## src/rtl/key_cmd_pkg.sv

```systemverilog
// rtl/key_cmd_pkg.sv - command codes, key bit positions and arbitration helpers
package key_cmd_pkg;

   localparam logic [2:0] CMD_NONE   = 3'b000;
   localparam logic [2:0] CMD_DOWN   = 3'b100;
   localparam logic [2:0] CMD_LEFT   = 3'b101;
   localparam logic [2:0] CMD_RIGHT  = 3'b110;
   localparam logic [2:0] CMD_ROTATE = 3'b111;

   localparam int GRAVITY_TICKS_DEFAULT = 50_000_000;

   // Down sits in the MSB because it has the highest arbitration priority.
   localparam int K_DOWN  = 3;
   localparam int K_LEFT  = 2;
   localparam int K_RIGHT = 1;
   localparam int K_UP    = 0;

   typedef logic [3:0] key_set_t;

   function automatic key_set_t pick_highest(input key_set_t pend);
      key_set_t g;
      g = '0;
      if (pend[K_DOWN])       g[K_DOWN]  = 1'b1;
      else if (pend[K_LEFT])  g[K_LEFT]  = 1'b1;
      else if (pend[K_RIGHT]) g[K_RIGHT] = 1'b1;
      else if (pend[K_UP])    g[K_UP]    = 1'b1;
      return g;
   endfunction

   function automatic logic [2:0] grant_cmd(input key_set_t g);
      logic [2:0] c;
      c = CMD_NONE;
      if (g[K_DOWN])       c = CMD_DOWN;
      else if (g[K_LEFT])  c = CMD_LEFT;
      else if (g[K_RIGHT]) c = CMD_RIGHT;
      else if (g[K_UP])    c = CMD_ROTATE;
      return c;
   endfunction

endpackage

```

## src/rtl/cmd_fifo.sv

```systemverilog
// rtl/cmd_fifo.sv - first-word-fall-through queue of 3-bit move commands
module cmd_fifo #(
   parameter int DEPTH = 4
) (
   input  logic       clk,
   input  logic       clrn,
   input  logic       flush,
   input  logic       push,
   input  logic [2:0] push_data,
   input  logic       pop,
   output logic [2:0] head,
   output logic       full,
   output logic       empty
);

   localparam int AW = (DEPTH > 1) ? $clog2(DEPTH) : 1;
   localparam logic [AW:0] FULL_COUNT = (AW+1)'(DEPTH);

   logic [2:0]    mem [DEPTH];
   logic [AW-1:0] wr_ptr;
   logic [AW-1:0] rd_ptr;
   logic [AW:0]   count;
   logic          do_push;
   logic          do_pop;

   assign empty   = (count == '0);
   assign full    = (count == FULL_COUNT);
   assign head    = mem[rd_ptr];
   // A full queue still takes a write when the head leaves in the same cycle.
   assign do_pop  = pop & ~empty;
   assign do_push = push & (~full | do_pop);

   always_ff @(posedge clk or negedge clrn) begin
      if (!clrn) begin
         wr_ptr <= '0;
         rd_ptr <= '0;
         count  <= '0;
         for (int i = 0; i < DEPTH; i++) mem[i] <= 3'b000;
      end else if (flush) begin
         wr_ptr <= '0;
         rd_ptr <= '0;
         count  <= '0;
      end else begin
         if (do_push) begin
            mem[wr_ptr] <= push_data;
            wr_ptr      <= wr_ptr + AW'(1);
         end
         if (do_pop) rd_ptr <= rd_ptr + AW'(1);
         case ({do_push, do_pop})
            2'b10:   count <= count + (AW+1)'(1);
            2'b01:   count <= count - (AW+1)'(1);
            default: count <= count;
         endcase
      end
   end

endmodule

```

## src/rtl/key_command_queue.sv

```systemverilog
// rtl/key_command_queue.sv - key levels and gravity to queued one-shot move commands
// Define KEY_CMD_AUTO_REPEAT_EN for hold-to-repeat on left/right/down.
module key_command_queue
   import key_cmd_pkg::*;
#(
   parameter int FIFO_DEPTH    = 4,
   parameter int GRAVITY_TICKS = GRAVITY_TICKS_DEFAULT
`ifdef KEY_CMD_AUTO_REPEAT_EN
   ,
   parameter int REPEAT_DELAY  = 25_000_000,
   parameter int REPEAT_PERIOD = 5_000_000
`endif
) (
   input  logic       clk,
   input  logic       clrn,
   input  logic       left,
   input  logic       right,
   input  logic       down,
   input  logic       up,
   input  logic       space,
   input  logic       fail,
   input  logic       cmd_ready,
   output logic       cmd_valid,
   output logic [2:0] cmd,
   output logic       game_rst,
   output logic [7:0] drop_cnt
);

   localparam int GW = $clog2(GRAVITY_TICKS);
   localparam logic [GW-1:0] GRAV_LAST = GW'(GRAVITY_TICKS - 1);

   key_set_t      key_cur, key_prev, key_rise, pend, events, merged, grant;
   logic          space_cur, space_prev, space_rise;
   logic          grav_tick, fifo_full, fifo_empty, fifo_pop, can_write;
   logic [GW-1:0] grav_cnt;
   logic [2:0]    head;

   assign space_rise = space_cur & ~space_prev;
   assign key_rise   = key_cur & ~key_prev;
   assign grav_tick  = ~fail & (grav_cnt == GRAV_LAST);

`ifdef KEY_CMD_AUTO_REPEAT_EN
   localparam logic [31:0] REP_FIRST = 32'(REPEAT_DELAY - 1);
   localparam logic [31:0] REP_LAST  = 32'(REPEAT_DELAY + REPEAT_PERIOD - 1);

   logic [31:0] hold_cnt [K_RIGHT:K_DOWN];
   key_set_t    rep;

   always_comb begin
      rep = '0;
      for (int i = K_RIGHT; i <= K_DOWN; i++)
         rep[i] = key_cur[i] & ((hold_cnt[i] == REP_FIRST) | (hold_cnt[i] == REP_LAST));
   end

   // After the first repeat the counter cycles over the repeat period only.
   always_ff @(posedge clk or negedge clrn) begin
      if (!clrn) begin
         for (int i = K_RIGHT; i <= K_DOWN; i++) hold_cnt[i] <= '0;
      end else begin
         for (int i = K_RIGHT; i <= K_DOWN; i++) begin
            if (!key_cur[i] || space_rise || fail) hold_cnt[i] <= '0;
            else if (hold_cnt[i] == REP_LAST)    hold_cnt[i] <= 32'(REPEAT_DELAY);
            else                                 hold_cnt[i] <= hold_cnt[i] + 32'd1;
         end
      end
   end

   always_comb begin
      events         = fail ? '0 : (key_rise | rep);
      events[K_DOWN] = events[K_DOWN] | grav_tick;
   end
`else
   always_comb begin
      events         = fail ? '0 : key_rise;
      events[K_DOWN] = events[K_DOWN] | grav_tick;
   end
`endif

   assign fifo_pop  = ~fifo_empty & cmd_ready;
   assign can_write = (~fifo_full | fifo_pop) & ~space_rise;
   assign grant     = can_write ? pick_highest(pend) : '0;
   assign merged    = events & pend;

   always_ff @(posedge clk or negedge clrn) begin
      if (!clrn) begin
         key_cur    <= '0;
         key_prev   <= '0;
         space_cur  <= 1'b0;
         space_prev <= 1'b0;
         pend       <= '0;
         grav_cnt   <= '0;
         game_rst   <= 1'b0;
         drop_cnt   <= 8'd0;
      end else begin
         key_cur    <= {down, left, right, up};
         key_prev   <= key_cur;
         space_cur  <= space;
         space_prev <= space_cur;
         game_rst   <= space_rise;
         // A space press wipes the queue state and swallows same-cycle events.
         if (space_rise) begin
            pend     <= '0;
            grav_cnt <= '0;
         end else begin
            pend <= (pend | events) & ~grant;
            if (!fail) grav_cnt <= (grav_cnt == GRAV_LAST) ? '0 : grav_cnt + GW'(1);
            if ((|merged) && (drop_cnt != 8'hFF)) drop_cnt <= drop_cnt + 8'd1;
         end
      end
   end

   cmd_fifo #(
      .DEPTH(FIFO_DEPTH)
   ) u_fifo (
      .clk       (clk),
      .clrn      (clrn),
      .flush     (space_rise),
      .push      (|grant),
      .push_data (grant_cmd(grant)),
      .pop       (fifo_pop),
      .head      (head),
      .full      (fifo_full),
      .empty     (fifo_empty)
   );

   assign cmd_valid = ~fifo_empty;
   assign cmd       = cmd_valid ? head : CMD_NONE;

endmodule
```

## config.mk

```make
export PLATFORM = sky130hd
export DESIGN_NAME = key_command_queue
export DESIGN_NICKNAME = d
export VERILOG_FILES = /design/src/rtl/key_cmd_pkg.sv /design/src/rtl/cmd_fifo.sv /design/src/rtl/key_command_queue.sv
export SDC_FILE = /design/constraint.sdc
export NUM_CORES = 1
export LEC_CHECK = 0
export BUFFER_PORTS_ARGS = -buffer_cell sky130_fd_sc_hd__buf_4
export CAP_MARGIN = 20
export CORE_ASPECT_RATIO = 0.9
export CORE_MARGIN = 2
export CORE_UTILIZATION = 50
export CTS_CLUSTER_DIAMETER = 100
export DETAILED_ROUTE_END_ITERATION = 8
export PLACE_DENSITY = 0.66
export SLEW_MARGIN = 20
export SYNTH_ARGS = -nofsm -noshare
export SYNTH_HDL_FRONTEND = slang
export SYNTH_SLANG_ARGS = --single-unit
```

## constraint.sdc

```tcl
create_clock -name clk -period 5.4 [get_ports clk]
set_input_delay 0.81 -clock clk [delete_from_list [all_inputs] [get_ports clk]]
set_output_delay 0.81 -clock clk [all_outputs]
set_load 0.05 [all_outputs]
```

==> flow_summary.json <==
{
  "vdd_drop_max_uv": 181,
  "hold_class": "reg2reg",
  "num_antenna_cells": 0,
  "layout_commonest_cell": "dfrtp_1",
  "grt_usage_pct": 19.5,
  "powerDensity_nw_per_um2": 412,
  "critical_path_arrival_ns": 3.05,
  "syn_area_um2": 3360,
  "gp_congestion": 0.806,
  "cp-end-kind": "register",
  "overflow": 0,
  "final_cell_mix": "dfrtp_1 (68), nor2_1 (32), nand2_1 (30)",
  "antenna_found_initial": 0,
  "routed_via_density": 5.57,
  "min_period_ns": 2.82,
  "cts_tree": "built",
  "status": "complete, no violations",
  "rsz0062_at_grt": "false",
  "grt_pass1_vias": 2390,
  "grt_pass1_wl_um": 11400,
  "required_ns": 5.62,
  "drv_cap": 0,
  "placed_cell_area_um2": 3580,
  "finalClockSkew_ns": 0.0102,
  "period_share_pct": 52.2,
  "die_area_um2": 7390,
  "drt_wl_total_um": 6460,
  "route.vias.total": 2419,
  "core.rowCount": 28,
  "hold_viol_final": 0,
  "cts-buffers-inserted": 9,
  "nFillCells": 552,
  "min-delay-start": "key_cur[0]",
  "cts_setup_buffers": 0,
  "ys_warn_count": 0,
  "die_width_um": 90.4,
  "clkTransAtPathRegs_ns": 0.08,
  "synth_cell_types": 56,
  "htree_levels": 3,
  "postCtsHoldBufs": 0,
  "r2r_cells": 10,
  "synth_seq_area_share_pct": 50.6,
  "clock-sinks": 68,
  "clock_latency_ns": 0.35,
  "final_nets": 355,
  "top_level_ports": 22,
  "maxSlewViolCount": 0,
  "area_growth_pct": 14.2,
  "dr.pass1.iters": 6,
  "synth_ff_type": "dfrtp_1",
  "finalSetupTns_ns": 0,
  "dp_slack_ns": 2.57,
  "drc": 0,
  "synth_nets": 331,
  "port_buffers": 21,
  "cp_max_fo": 18,
  "dpl.hpwl_um": 4490,
  "ys_seq_elements": 68,
  "cts_root_buf": "clkbuf_8",
  "critPathKind": "reg2reg",
  "worstMarginPinSlew_ns": 0.835,
  "critPathLaunchType": "register",
  "reg2reg_from": "space_cur",
  "worst_slack_ns": 2.58,
  "crit_start": "space_cur",
  "drt-initial-drc-count": 102,
  "start_util_pct": 51.3,
  "die_h_um": 81.8,
  "synthCells": 315,
  "detail-route-antenna-nets": 0,
  "drive_gt1_share_pct": 18.6,
  "min_path_cells": 0,
  "post_drt_wl_per_cell_um": 14.9,
  "clock_path_buffers": 2,
  "syn_avg_cell_area_um2": 10.7,
  "async_flop_share_pct": 100,
  "relSlewSlack_pct": 44.0,
  "grt_max_degree": 69,
  "synth-edff-count": 0,
  "core_area_um2": 6550,
  "power.leakage_nw": 1.70,
  "fmax_mhz": 354,
  "final_area_um2": 3840,
  "post_cts_resized": 0,
  "setup_viol": 0
}
## worst paths after layout
path                       slack [ns]         endpoint
max                              2.58  u_fifo.count[2]
min                              0.37      key_prev[0]
max reg2reg                      2.58  u_fifo.count[2]
min reg2reg                      0.37      key_prev[0]
max in group asynchronous        4.30     grav_cnt[18]
min in group asynchronous        0.55      drop_cnt[6]
## logic make-up (layout without fill, tap and decap cells)
| group | Yosys count | in the layout | share of synthesized area (%) |
|---|---|---|---|
| XOR/XNOR | 22 | 22 | 5.73 |
| flip-flops | 68 | 68 | 50.6 |
| AND/OR/NAND/NOR | 139 | 139 | 22.9 |
| multiplexers | 14 | 14 | 5.62 |
| buffers and inverters | 15 | 44 | 2.38 |
| adder cells (fa/ha/maj) | 7 | 7 | 2.83 |
| AO/OA/AOI/OAI | 50 | 50 | 9.94 |
## synth_stat cells, types with 2 or more instances
cell / n / area (µm²)
nor3_1: 3 / 15.0
dfrtp_1: 68 / 1700
buf_6: 3 / 33.8
mux2i_1: 2 / 20.0
o21ai_0: 19 / 95.1
nand2b_1: 7 / 43.8
clkbuf_1: 5 / 18.8
nor4bb_1: 2 / 20.0
and4_1: 3 / 26.3
and3_1: 5 / 31.3
xnor2_1: 8 / 70.1
a31oi_1: 6 / 37.5
and3b_1: 2 / 17.5
o31ai_1: 2 / 15.0
nand4_1: 14 / 87.6
mux2_2: 9 / 101
mux4_2: 3 / 67.6
inv_1: 5 / 18.8
nor4b_1: 4 / 35.0
a211oi_1: 2 / 15.0
or3_1: 3 / 18.8
nand3_1: 11 / 55.1
and2_1: 3 / 18.8
nor4_1: 6 / 37.5
and3_2: 3 / 22.5
xor2_1: 14 / 123
nor2_1: 32 / 120
nand2_1: 30 / 113
and2_2: 2 / 15.0
ha_1: 6 / 75.1
a21oi_1: 8 / 40.0
## sequential cells by signal, summed over array words and instances (netlist names), 2 cells and up
| name | count |
|---|---|
| u_fifo.count | 3 |
| u_fifo.rd_ptr | 2 |
| u_fifo.wr_ptr | 2 |
| key_prev | 4 |
| u_fifo.mem | 12 |
| grav_cnt | 26 |
| pend | 4 |
| key_cur | 4 |
| drop_cnt | 8 |
## metal layers
metal  up-vias  part of all wire, %  track usage, %
met5         -                    0               0
li1       1186                    -               -
met2        36                   47            31.7
met1      1187                   49            26.4
met4         0                  1.3            5.54
met3        10                  3.1            5.05
## worst max-delay path, stage by stage (launching register included)
cell	delay, ns
dfrtp_1	0.38
nand2b_1	0.25
clkinv_1	0.51
nor3_1	0.31
buf_4	0.21
nor2_1	0.07
fa_1	0.37
or3_1	0.37
nand2_1	0.08
xnor2_1	0.11
nor2_1	0.05
## power by group
| part | switching (W) | internal (W) |
|---|---|---|
| clock | 0.000196 | 0.000333 |
| combinational | 0.000238 | 0.000163 |
| sequential | 0.0000700 | 0.000582 |
| total | 0.000504 | 0.00108 |
## area by class of cell
type                       count  area, µm²  share of cell area (%)
clock inverter                 5        106                    2.77
timing repair buffer          22        165                    4.30
multi-input combinational    232       1580                    41.1
sequential                    68       1700                    44.3
clock buffer                  11        151                    3.94
inverter                       6       22.5                   0.587
tap                           90        113                    2.93
## through the flow
step                total power (W)  instances  hold slack (ns)  util, %
floorplan                  0.000951        315            0.346        -
global placement            0.00106        418            0.362     54.7
detailed placement          0.00107        418            0.369     54.7
CTS                         0.00160        434            0.373     58.6
global route                0.00167        434            0.378     58.6
finish                      0.00158        434            0.371     58.6
No activity file was read; power rests on OpenSTA's default activity.
